<file path="src/rtl/ysyx_lsu_axi_if.sv">
// AXI4-Lite master bus used by the LSU adapter: AR/R/AW/W/B channels bundled
// into one interface, with master (adapter) and slave (memory) views.
interface ysyx_lsu_axi_if #(
    parameter int ADDR_W = 32,
    parameter int DATA_W = 32
);
    logic [ADDR_W-1:0]   araddr;
    logic                arvalid;
    logic                arready;
    logic [DATA_W-1:0]   rdata;
    logic [1:0]          rresp;
    logic                rvalid;
    logic                rready;
    logic [ADDR_W-1:0]   awaddr;
    logic                awvalid;
    logic                awready;
    logic [DATA_W-1:0]   wdata;
    logic [DATA_W/8-1:0] wstrb;
    logic                wvalid;
    logic                wready;
    logic [1:0]          bresp;
    logic                bvalid;
    logic                bready;

    modport master (
        output araddr, arvalid, input arready,
        input  rdata, rresp, rvalid, output rready,
        output awaddr, awvalid, input awready,
        output wdata, wstrb, wvalid, input wready,
        input  bresp, bvalid, output bready
    );

    modport slave (
        input  araddr, arvalid, output arready,
        output rdata, rresp, rvalid, input rready,
        input  awaddr, awvalid, output awready,
        input  wdata, wstrb, wvalid, output wready,
        output bresp, bvalid, input bready
    );
endinterface

</file>
<file path="src/rtl/ysyx_lsu_axi.sv">
// LSU-to-AXI4-Lite adapter: one transaction at a time, lane alignment of data and
// strobes, misaligned rejection, and a registered single-cycle completion pulse.
module ysyx_lsu_axi #(
    parameter int ADDR_W = 32,
    parameter int DATA_W = 32
) (
    input  logic              clk,
    input  logic              rst_n,
    input  logic [ADDR_W-1:0] lsu_araddr,
    input  logic              lsu_arvalid,
    input  logic [7:0]        lsu_rstrb,
    output logic [DATA_W-1:0] lsu_rdata,
    output logic              lsu_rvalid,
    input  logic [ADDR_W-1:0] lsu_awaddr,
    input  logic              lsu_awvalid,
    input  logic              lsu_wvalid,
    input  logic [DATA_W-1:0] lsu_wdata,
    input  logic [7:0]        lsu_wstrb,
    output logic              lsu_wready,
    output logic              lsu_err,
    ysyx_lsu_axi_if.master    axi
);

    typedef enum logic [2:0] {IDLE, AR, R, WR, B, RESP, DRAIN} state_e;

    state_e            state_q, state_d;
    logic [1:0]        off_q, off_d;
    logic [3:0]        strb_q, strb_d;
    logic              aw_done_q, aw_done_d;
    logic              w_done_q, w_done_d;
    logic [ADDR_W-1:0] araddr_q, araddr_d;
    logic [ADDR_W-1:0] awaddr_q, awaddr_d;
    logic [DATA_W-1:0] wdata_q, wdata_d;
    logic [3:0]        wstrb_q, wstrb_d;
    logic              arvalid_q, arvalid_d;
    logic              rready_q, rready_d;
    logic              awvalid_q, awvalid_d;
    logic              wvalid_q, wvalid_d;
    logic              bready_q, bready_d;
    logic              lsu_rvalid_q, lsu_rvalid_d;
    logic              lsu_wready_q, lsu_wready_d;
    logic              lsu_err_q, lsu_err_d;
    logic [DATA_W-1:0] lsu_rdata_q, lsu_rdata_d;

    logic              req_store;
    logic [ADDR_W-1:0] req_addr;
    logic [3:0]        req_strb;
    logic [6:0]        req_lane;
    logic              req_mis;
    logic [4:0]        req_sh;
    logic [4:0]        rsh;
    logic [DATA_W-1:0] rmask;
    logic              aw_fire;
    logic              w_fire;

    logic unused_inputs;
    assign unused_inputs = ^{lsu_rstrb[7:4], lsu_wstrb[7:4], lsu_wvalid};

    always_comb begin
        req_store = lsu_awvalid;
        req_addr  = lsu_awvalid ? lsu_awaddr : lsu_araddr;
        req_strb  = lsu_awvalid ? lsu_wstrb[3:0] : lsu_rstrb[3:0];
        req_sh    = {req_addr[1:0], 3'b000};
        // A strobe shifted past lane 3 means the access crosses the word boundary.
        req_lane  = {3'b000, req_strb} << req_addr[1:0];
        req_mis   = |req_lane[6:4];
        rsh       = {off_q, 3'b000};
        rmask     = '0;
        for (int i = 0; i < 4; i++) begin
            rmask[8*i +: 8] = {8{strb_q[i]}};
        end
        aw_fire   = awvalid_q && axi.awready;
        w_fire    = wvalid_q && axi.wready;

        state_d      = state_q;
        off_d        = off_q;
        strb_d       = strb_q;
        aw_done_d    = aw_done_q;
        w_done_d     = w_done_q;
        araddr_d     = araddr_q;
        awaddr_d     = awaddr_q;
        wdata_d      = wdata_q;
        wstrb_d      = wstrb_q;
        arvalid_d    = arvalid_q;
        rready_d     = rready_q;
        awvalid_d    = awvalid_q;
        wvalid_d     = wvalid_q;
        bready_d     = bready_q;
        lsu_rvalid_d = lsu_rvalid_q;
        lsu_wready_d = lsu_wready_q;
        lsu_err_d    = lsu_err_q;
        lsu_rdata_d  = lsu_rdata_q;

        case (state_q)
            IDLE: begin
                if (lsu_awvalid || lsu_arvalid) begin
                    off_d  = req_addr[1:0];
                    strb_d = req_strb;
                    if (req_mis) begin
                        state_d   = RESP;
                        lsu_err_d = 1'b1;
                        if (req_store) begin
                            lsu_wready_d = 1'b1;
                        end else begin
                            lsu_rvalid_d = 1'b1;
                            lsu_rdata_d  = '0;
                        end
                    end else if (req_store) begin
                        state_d   = WR;
                        awaddr_d  = req_addr;
                        wdata_d   = lsu_wdata << req_sh;
                        wstrb_d   = req_lane[3:0];
                        awvalid_d = 1'b1;
                        wvalid_d  = 1'b1;
                        aw_done_d = 1'b0;
                        w_done_d  = 1'b0;
                    end else begin
                        state_d   = AR;
                        araddr_d  = req_addr;
                        arvalid_d = 1'b1;
                    end
                end
            end
            AR: begin
                if (axi.arready) begin
                    arvalid_d = 1'b0;
                    rready_d  = 1'b1;
                    state_d   = R;
                end
            end
            R: begin
                if (axi.rvalid) begin
                    rready_d     = 1'b0;
                    lsu_rdata_d  = (axi.rdata >> rsh) & rmask;
                    lsu_err_d    = (axi.rresp != 2'b00);
                    lsu_rvalid_d = 1'b1;
                    state_d      = RESP;
                end
            end
            WR: begin
                aw_done_d = aw_done_q | aw_fire;
                w_done_d  = w_done_q | w_fire;
                if (aw_fire) awvalid_d = 1'b0;
                if (w_fire)  wvalid_d  = 1'b0;
                if (aw_done_d && w_done_d) begin
                    bready_d = 1'b1;
                    state_d  = B;
                end
            end
            B: begin
                if (axi.bvalid) begin
                    bready_d     = 1'b0;
                    lsu_err_d    = (axi.bresp != 2'b00);
                    lsu_wready_d = 1'b1;
                    state_d      = RESP;
                end
            end
            RESP: begin
                lsu_rvalid_d = 1'b0;
                lsu_wready_d = 1'b0;
                lsu_err_d    = 1'b0;
                state_d      = DRAIN;
            end
            DRAIN: begin
                // Requests are level-held; wait for the LSU to drop them before re-arming.
                if (!lsu_arvalid && !lsu_awvalid) state_d = IDLE;
            end
            default: state_d = IDLE;
        endcase
    end

    always_ff @(posedge clk or negedge rst_n) begin
        if (!rst_n) begin
            state_q      <= IDLE;
            off_q        <= '0;
            strb_q       <= '0;
            aw_done_q    <= 1'b0;
            w_done_q     <= 1'b0;
            araddr_q     <= '0;
            awaddr_q     <= '0;
            wdata_q      <= '0;
            wstrb_q      <= '0;
            arvalid_q    <= 1'b0;
            rready_q     <= 1'b0;
            awvalid_q    <= 1'b0;
            wvalid_q     <= 1'b0;
            bready_q     <= 1'b0;
            lsu_rvalid_q <= 1'b0;
            lsu_wready_q <= 1'b0;
            lsu_err_q    <= 1'b0;
            lsu_rdata_q  <= '0;
        end else begin
            state_q      <= state_d;
            off_q        <= off_d;
            strb_q       <= strb_d;
            aw_done_q    <= aw_done_d;
            w_done_q     <= w_done_d;
            araddr_q     <= araddr_d;
            awaddr_q     <= awaddr_d;
            wdata_q      <= wdata_d;
            wstrb_q      <= wstrb_d;
            arvalid_q    <= arvalid_d;
            rready_q     <= rready_d;
            awvalid_q    <= awvalid_d;
            wvalid_q     <= wvalid_d;
            bready_q     <= bready_d;
            lsu_rvalid_q <= lsu_rvalid_d;
            lsu_wready_q <= lsu_wready_d;
            lsu_err_q    <= lsu_err_d;
            lsu_rdata_q  <= lsu_rdata_d;
        end
    end

    assign axi.araddr  = araddr_q;
    assign axi.arvalid = arvalid_q;
    assign axi.rready  = rready_q;
    assign axi.awaddr  = awaddr_q;
    assign axi.awvalid = awvalid_q;
    assign axi.wdata   = wdata_q;
    assign axi.wstrb   = wstrb_q;
    assign axi.wvalid  = wvalid_q;
    assign axi.bready  = bready_q;
    assign lsu_rvalid  = lsu_rvalid_q;
    assign lsu_wready  = lsu_wready_q;
    assign lsu_err     = lsu_err_q;
    assign lsu_rdata   = lsu_rdata_q;

endmodule

</file>
<file path="src/flat_wrapper.sv">
// flat-port wrapper written by rule: the top's interface ports become plain ports
module ysyx_lsu_axi_flat 
#(
    parameter int ADDR_W = 32,
    parameter int DATA_W = 32
)
  (clk, rst_n, lsu_araddr, lsu_arvalid, lsu_rstrb, lsu_rdata, lsu_rvalid, lsu_awaddr, lsu_awvalid, lsu_wvalid, lsu_wdata, lsu_wstrb, lsu_wready, lsu_err, axi_araddr, axi_arvalid, axi_arready, axi_rdata, axi_rresp, axi_rvalid, axi_rready, axi_awaddr, axi_awvalid, axi_awready, axi_wdata, axi_wstrb, axi_wvalid, axi_wready, axi_bresp, axi_bvalid, axi_bready);
  ysyx_lsu_axi_if #(.ADDR_W(ADDR_W), .DATA_W(DATA_W)) axi_i ();
  input  logic clk;
  input  logic rst_n;
  input  logic [ADDR_W-1:0] lsu_araddr;
  input  logic lsu_arvalid;
  input  logic [7:0] lsu_rstrb;
  output logic [DATA_W-1:0] lsu_rdata;
  output logic lsu_rvalid;
  input  logic [ADDR_W-1:0] lsu_awaddr;
  input  logic lsu_awvalid;
  input  logic lsu_wvalid;
  input  logic [DATA_W-1:0] lsu_wdata;
  input  logic [7:0] lsu_wstrb;
  output logic lsu_wready;
  output logic lsu_err;
  output wire logic [$bits(axi_i.araddr)-1:0] axi_araddr;
  output wire logic [$bits(axi_i.arvalid)-1:0] axi_arvalid;
  input wire logic [$bits(axi_i.arready)-1:0] axi_arready;
  input wire logic [$bits(axi_i.rdata)-1:0] axi_rdata;
  input wire logic [$bits(axi_i.rresp)-1:0] axi_rresp;
  input wire logic [$bits(axi_i.rvalid)-1:0] axi_rvalid;
  output wire logic [$bits(axi_i.rready)-1:0] axi_rready;
  output wire logic [$bits(axi_i.awaddr)-1:0] axi_awaddr;
  output wire logic [$bits(axi_i.awvalid)-1:0] axi_awvalid;
  input wire logic [$bits(axi_i.awready)-1:0] axi_awready;
  output wire logic [$bits(axi_i.wdata)-1:0] axi_wdata;
  output wire logic [$bits(axi_i.wstrb)-1:0] axi_wstrb;
  output wire logic [$bits(axi_i.wvalid)-1:0] axi_wvalid;
  input wire logic [$bits(axi_i.wready)-1:0] axi_wready;
  input wire logic [$bits(axi_i.bresp)-1:0] axi_bresp;
  input wire logic [$bits(axi_i.bvalid)-1:0] axi_bvalid;
  output wire logic [$bits(axi_i.bready)-1:0] axi_bready;
  assign axi_araddr = axi_i.araddr;
  assign axi_arvalid = axi_i.arvalid;
  assign axi_i.arready = axi_arready;
  assign axi_i.rdata = axi_rdata;
  assign axi_i.rresp = axi_rresp;
  assign axi_i.rvalid = axi_rvalid;
  assign axi_rready = axi_i.rready;
  assign axi_awaddr = axi_i.awaddr;
  assign axi_awvalid = axi_i.awvalid;
  assign axi_i.awready = axi_awready;
  assign axi_wdata = axi_i.wdata;
  assign axi_wstrb = axi_i.wstrb;
  assign axi_wvalid = axi_i.wvalid;
  assign axi_i.wready = axi_wready;
  assign axi_i.bresp = axi_bresp;
  assign axi_i.bvalid = axi_bvalid;
  assign axi_bready = axi_i.bready;
  ysyx_lsu_axi #(.ADDR_W(ADDR_W), .DATA_W(DATA_W)) u_core (.clk(clk), .rst_n(rst_n), .lsu_araddr(lsu_araddr), .lsu_arvalid(lsu_arvalid), .lsu_rstrb(lsu_rstrb), .lsu_rdata(lsu_rdata), .lsu_rvalid(lsu_rvalid), .lsu_awaddr(lsu_awaddr), .lsu_awvalid(lsu_awvalid), .lsu_wvalid(lsu_wvalid), .lsu_wdata(lsu_wdata), .lsu_wstrb(lsu_wstrb), .lsu_wready(lsu_wready), .lsu_err(lsu_err), .axi(axi_i));
endmodule
</file>
<file path="config.mk">
export PLATFORM = sky130hd
export DESIGN_NAME = ysyx_lsu_axi_flat
export DESIGN_NICKNAME = d
export VERILOG_FILES = /design/src/rtl/ysyx_lsu_axi_if.sv /design/src/rtl/ysyx_lsu_axi.sv /design/src/flat_wrapper.sv
export SDC_FILE = /design/constraint.sdc
export NUM_CORES = 1
export LEC_CHECK = 0
export ABC_AREA = 0
export CORE_MARGIN = 2
export CORE_UTILIZATION = 43
export DETAILED_ROUTE_END_ITERATION = 8
export GPL_TIMING_DRIVEN = 0
export PLACE_DENSITY = 0.89
export SLEW_MARGIN = 20
export SYNTH_ARGS = -nofsm -noshare
export SYNTH_HDL_FRONTEND = slang
export SYNTH_SLANG_ARGS = --single-unit
export TNS_END_PERCENT = 30
</file>
<file path="constraint.sdc">
create_clock -name clk -period 2.62 [get_ports clk]
set_clock_uncertainty 0.1 [all_clocks]
set_input_delay 0.393 -clock clk [delete_from_list [all_inputs] [get_ports clk]]
set_output_delay 0.393 -clock clk [all_outputs]
set_load 0.005 [all_outputs]
</file>
# Word-level counts from Yosys, hierarchy flattened
# Index checks and enable logic that the tools add are counted.
[op_classes] order_cmp=0 n_mul=0 n_reduce_logical=33 eq_ne=18 mux=52 n_bitwise=5 div_mod_pow=0 shifts=3 n_addsub=0
[op_table] cell="32-bit 2-to-1 mux" count=5
[op_table] cell="32-bit one-hot mux with 2 select lines" count=1
[op_table] cell="5-bit AND reduction" count=7
[op_table] cell="32-bit AND" count=1
[op_table] cell="32-bit by 5-bit left shift with 32-bit output" count=1
[op_table] cell="32-bit by 5-bit right shift with 32-bit output" count=1
[op_table] cell="1-bit 2-to-1 mux" count=26
[op_table] cell="3-bit 2-to-1 mux" count=7
[op_table] cell="3-bit one-hot mux with 7 select lines" count=1
[op_table] cell="1-bit one-hot mux with 2 select lines" count=7
[op_table] cell="2-bit nonzero test" count=7
[op_table] cell="2-bit by 1-bit != test with 1-bit output (second input constant)" count=6
[op_table] cell="2-bit != test (second input constant)" count=6
[op_table] cell="4-bit AND reduction" count=3
[op_table] cell="3-bit equality test (second input constant)" count=3
[op_table] cell="4-bit by 2-bit left shift with 7-bit output" count=1
[op_table] cell="3-bit by 2-bit equality test with 1-bit output (second input constant)" count=2
[op_table] cell="1-bit one-hot mux with 3 select lines" count=2
[op_table] cell="3-bit AND reduction" count=2
[op_table] cell="6-bit AND reduction" count=1
[op_table] cell="3-bit nonzero test" count=2
[op_table] cell="1-bit logical AND" count=4
[op_table] cell="4-bit 2-to-1 mux" count=1
[op_table] cell="1-bit one-hot mux with 4 select lines" count=1
[op_table] cell="other kinds (10)" count=13
[word_totals] latchBits=0 reg_bits=151 elab_cells=129 output_inout_bits=140 mem_count=0 inputBits=158 ram_bits=0 mem_bits_ro=0

# Depth between registers and ports, before layout
[logic_depth] ltp_word=6 depth_mapped=8 ltp_nobuf=5

# Least setup slack after synthesis
# Ideal clock, no wire load.
[synth_timing] path_type="in2reg" from="in lsu_awvalid" to="reg u_core.araddr_q[10] (netlist: u_core.axi.araddr[10])" arrival_time_ps=1928 path_slack_ps=465 stages=6 required_time_ps=2393 n_path_buf=2 setup_ps=127 cell_sequence="buf_4 -> a2111oi_4 -> a21oi_2 -> a311oi_4 -> buf_6 -> mux2_1"
[synth_between] elab_chain_len=5 elab_cells_between_ends=8 classes_between="shift (1); mux (2); bitwise (2); reduce/logical (3)"
[synth_lines] element="start, declared" line_no="flat_wrapper.sv:17" text="input logic lsu_awvalid;"
[synth_lines] element="4-bit 2-to-1 mux or 32-bit 2-to-1 mux (tied branches)" line_no="ysyx_lsu_axi.sv:62, ysyx_lsu_axi.sv:61"
[synth_lines] element="4-bit by 2-bit left shift with 7-bit output" line_no="ysyx_lsu_axi.sv:65" text="req_lane = {3'b000, req_strb} << req_addr[1:0];"
[synth_lines] element="3-bit OR reduction" line_no="ysyx_lsu_axi.sv:66" text="req_mis = |req_lane[6:4];"
[synth_lines] element="1-bit inverter (no line)"
[synth_lines] element="4-bit AND reduction (no line)"
[synth_lines] element="end signal, assigned" line_no="ysyx_lsu_axi.sv:198" text="araddr_q <= araddr_d;"
[synth_lines] element="end, declared" line_no="ysyx_lsu_axi.sv:31" text="logic [ADDR_W-1:0] araddr_q, araddr_d;"
# Parallel ways exist; a longest one is shown, timed or not.
# A chain may end at the register's enable or synchronous reset.

# Final worst setup path
[layout_timing] from="in lsu_awvalid" to="reg u_core.lsu_rdata_q[23] (netlist: u_core.lsu_rdata[23])"
[layout_between] elab_chain_len=5 elab_cells_between_ends=9 classes_between="eq/ne (3); shift (1); mux (2); reduce/logical (3)"
[layout_lines] element="4-bit 2-to-1 mux or 32-bit 2-to-1 mux (tied branches)" line_no="ysyx_lsu_axi.sv:62, ysyx_lsu_axi.sv:61"
[layout_lines] element="4-bit by 2-bit left shift with 7-bit output" line_no="ysyx_lsu_axi.sv:65"
[layout_lines] element="3-bit OR reduction" line_no="ysyx_lsu_axi.sv:66"
[layout_lines] element="2-bit by 1-bit != test with 1-bit output (no line)"
[layout_lines] element="5-bit AND reduction (no line) *"
[layout_lines] element="end signal, assigned" line_no="ysyx_lsu_axi.sv:210" text="lsu_rdata_q <= lsu_rdata_d;"
[layout_lines] element="end, declared" line_no="ysyx_lsu_axi.sv:43" text="logic [DATA_W-1:0] lsu_rdata_q, lsu_rdata_d;"
# Every way passes the cells marked *; elsewhere a longest branch is shown, timed or not.

==> flow_summary_export.csv <==
group,metric,value,unit
run_status,status,"finished clean",
die,die_area,17600,um2
cts,clk_path_buf_depth,2,
sta,hold_viol,0,
logic_synthesis,ys_async_sr_fraction,1.00,
global_route,grt_pass1_wl,35.8,mm
setup_path,ff2ff_setup_slack,0.19,ns
setup_path,path_max_fanout,10,
global_route,grt_start_max_net_pins,85,
cells_and_area,layout.cells.non_filler,1264,
route,first_pass_iters,5,
logic_synthesis,postSynthNetCount,879,
setup_path,end_kind,"flop",
die,coreArea,16400,um2
route,wirelength,22.6,mm
logic_synthesis,synth_ff_type,"dfrtp_1",
die,rows,47,
cts,clk_pin_slew_worst_paths,0.06,ns
sta,relSlewSlack,0.464,
sta,grt_setup_unrepaired,"false",
die,fp.dieW,133,um
logic_synthesis,syn_inst,721,
global_route,grt-ovfl-total,0,
placed_design,dpl.cell_count,1230,
route,drc,0,
logic_synthesis,ys_seq_area_frac,0.530,
setup_path,crit_type,"input pin to flop",
setup_path,arrival,2.73,ns
global_route,grt_pass1_vias,6733,
global_route,antenna_found_initial,0,
setup_path,worst_setup_path_start_kind,"input pin",
logic_synthesis,netlist_area,7130,um2
global_route,grt_use_total,0.262,
cells_and_area,final_nets,1191,
sta,min_period_over_period,0.962,
power_and_ir_drop,p_total,10800,uW
cts,root_buffer,"clkbuf_16",
logic_synthesis,ys.warnings.count,0,
logic_synthesis,synth_edf_count,0,
route,wl_per_cell,17.9,um
setup_path,crit_required,2.82,ns
die,num_io_pins,298,
hold_path,hp-class,"flop to flop",
sta,whs,0.372,ns
cts,cts_tree,"yes",
power_and_ir_drop,peakVddDrop,0.509,mV
logic_synthesis,ys_seq_elements,151,
sta,setup_viol,0,
sta,slew_viol_final,0,
sta,fin_crit,2.52,ns
placed_design,io_buffers,288,
logic_synthesis,syn_avg_cell_area,9.88,um2
cells_and_area,fin_util,0.672,
placed_design,routabilityCongestion,0.924,
cts,clock_latency,0.42,ns
cts,cts_sinks,151,
run,cap_violations,0,
cells_and_area,fillCellCount,1247,
route,viasPerCell,5.18,
cts,htreeDepth,4,
cts,cts_buffers,17,
route,ant_nets,0,
route,vias,6551,
cells_and_area,layout-drive-gt1-share,0.0814,
sta,worst_pin_slew,0.803,ns
cells_and_area,diodes,0,
die,die_height,133,um
sta,fin_tns_setup,0,ns
power_and_ir_drop,p_leak,0.00498,uW
route,drt-initial-drc-count,380,
placed_design,dp_hpwl,16.9,mm
power_and_ir_drop,power_density,975,nW/um2
cells_and_area,syn_to_final_growth,54.7,%
sta,fmax,0.397,GHz
logic_synthesis,synth.distinct_cells,45,
die,start_util,0.434,
worst max-delay path, stage by stage:
cell and delay (ns):
clkdlybuf4s50_1 0.62, mux2i_1 0.36, nand2_1 0.23, a31oi_2 0.30
nand3b_4 0.24, buf_4 0.22, mux2_2 0.35
final cells by class:
class	instances	area [um2]	area share
tap	220	275	0.0250
clock buffer	23	498	0.0452
buffer	43	228	0.0207
multi-input combinational	517	3140	0.285
inverter	10	37.5	0.00340
sequential	151	3780	0.343
clock inverter	7	118	0.0107
timing repair buffer	293	2950	0.267
layout by cell type (no fill, tap or decap), types with 5 or more instances in the layout:
cell type        netlist  routed
nor2_1                40      39
nand3_1               12      12
a211oi_1              18      18
clkbuf_1              18      17
clkdlybuf4s50_1        0     287
clkbuf_16              0      17
mux2i_1               40      38
nor2b_1               13      13
clkbuf_8               0       5
o21ai_0               37      37
buf_4                  3       6
nand2_1              210     210
dfrtp_1              151     151
a21oi_1               39      39
mux2_1                41      41
o31ai_1               11      11
buf_2                 14      13
inv_1                 10      10
mux2_2                15      15
where the power goes:
part           internal, uW  switching [uW]  leakage, uW
Combinational          2490            1880      0.00274
Sequential             3290             523      0.00193
Clock                  1620             951     0.000305
Total                  7400            3350      0.00498
logic make-up after synthesis:
kind of cell           after synthesis  synth area share
AO/OA/AOI/OAI                      129             0.119
AND/OR/NAND/NOR                    292             0.170
flip-flops                         151             0.530
buffers and inverters               53            0.0362
multiplexers                        96             0.145
Yosys cell counts, types with 4 or more instances:
library cell	n	area (um2)
a211oi_1	18	135
a21oi_1	39	195
a31oi_1	4	25.0
buf_1	4	15.0
buf_2	14	70.1
buf_6	4	45.0
clkbuf_1	18	67.6
dfrtp_1	151	3780
inv_1	10	37.5
mux2_1	41	462
mux2_2	15	169
mux2i_1	40	400
nand2_1	210	788
nand3_1	12	60.1
nor2_1	40	150
nor2b_1	13	81.3
nor3_1	4	20.0
o21ai_0	37	185
o31ai_1	11	82.6
what timing repair did:
| action | in CTS | in global routing |
|---|---|---|
| setup buffers | 2 | 1 |
| gates resized for setup | 3 | 12 |
| endpoints found under the setup margin | 66 | 89 |
| hold endpoints to repair | 67 | 0 |
| pin swaps | 1 | 0 |
| hold buffers | 1 | 0 |
routing by layer:
metal	track usage	vias to the layer above	wire length, um
li1	-	3088	-
met1	0.312	3121	8730
met2	0.438	296	11200
met5	0	-	0
met4	0.107	0	671
met3	0.0854	46	2020
final timing paths:
| kind | from | to | depth (start not counted) |
|---|---|---|---|
| hold / removal | u_core.axi.awaddr[10] | u_core.axi.awaddr[10] | 2 |
| setup reg to reg | u_core.off_q[0] | u_core.lsu_rdata[12] | 6 |
| max in group asynchronous | rst_n | u_core.axi.araddr[15] | 3 |
| min in group asynchronous | rst_n | u_core.axi.wdata[21] | 2 |
| setup / recovery | lsu_awvalid | u_core.lsu_rdata[23] | 7 |
| hold reg to reg | u_core.axi.awaddr[10] | u_core.axi.awaddr[10] | 2 |
stage by stage:
stage | cell area [um2] | setup slack, ns
finish | 11000 | 0.0983
global route | 11000 | 0.00988
CTS | 11000 | -0.0451
detailed placement | 10300 | -0.718
global placement | 10300 | -5.08
floorplan | 7130 | 0.465
state kept, by name (all words and copies together), names as in the netlist, 2 cells and up:
| register | cells |
|---|---|
| u_core.strb_q | 4 |
| u_core.lsu_rdata | 32 |
| u_core.axi.awaddr | 32 |
| u_core.axi.wstrb | 4 |
| u_core.off_q | 2 |
| u_core.axi.araddr | 32 |
| u_core.axi.wdata | 32 |
| u_core.state_q | 3 |
Power figures use the tool's default switching activity.
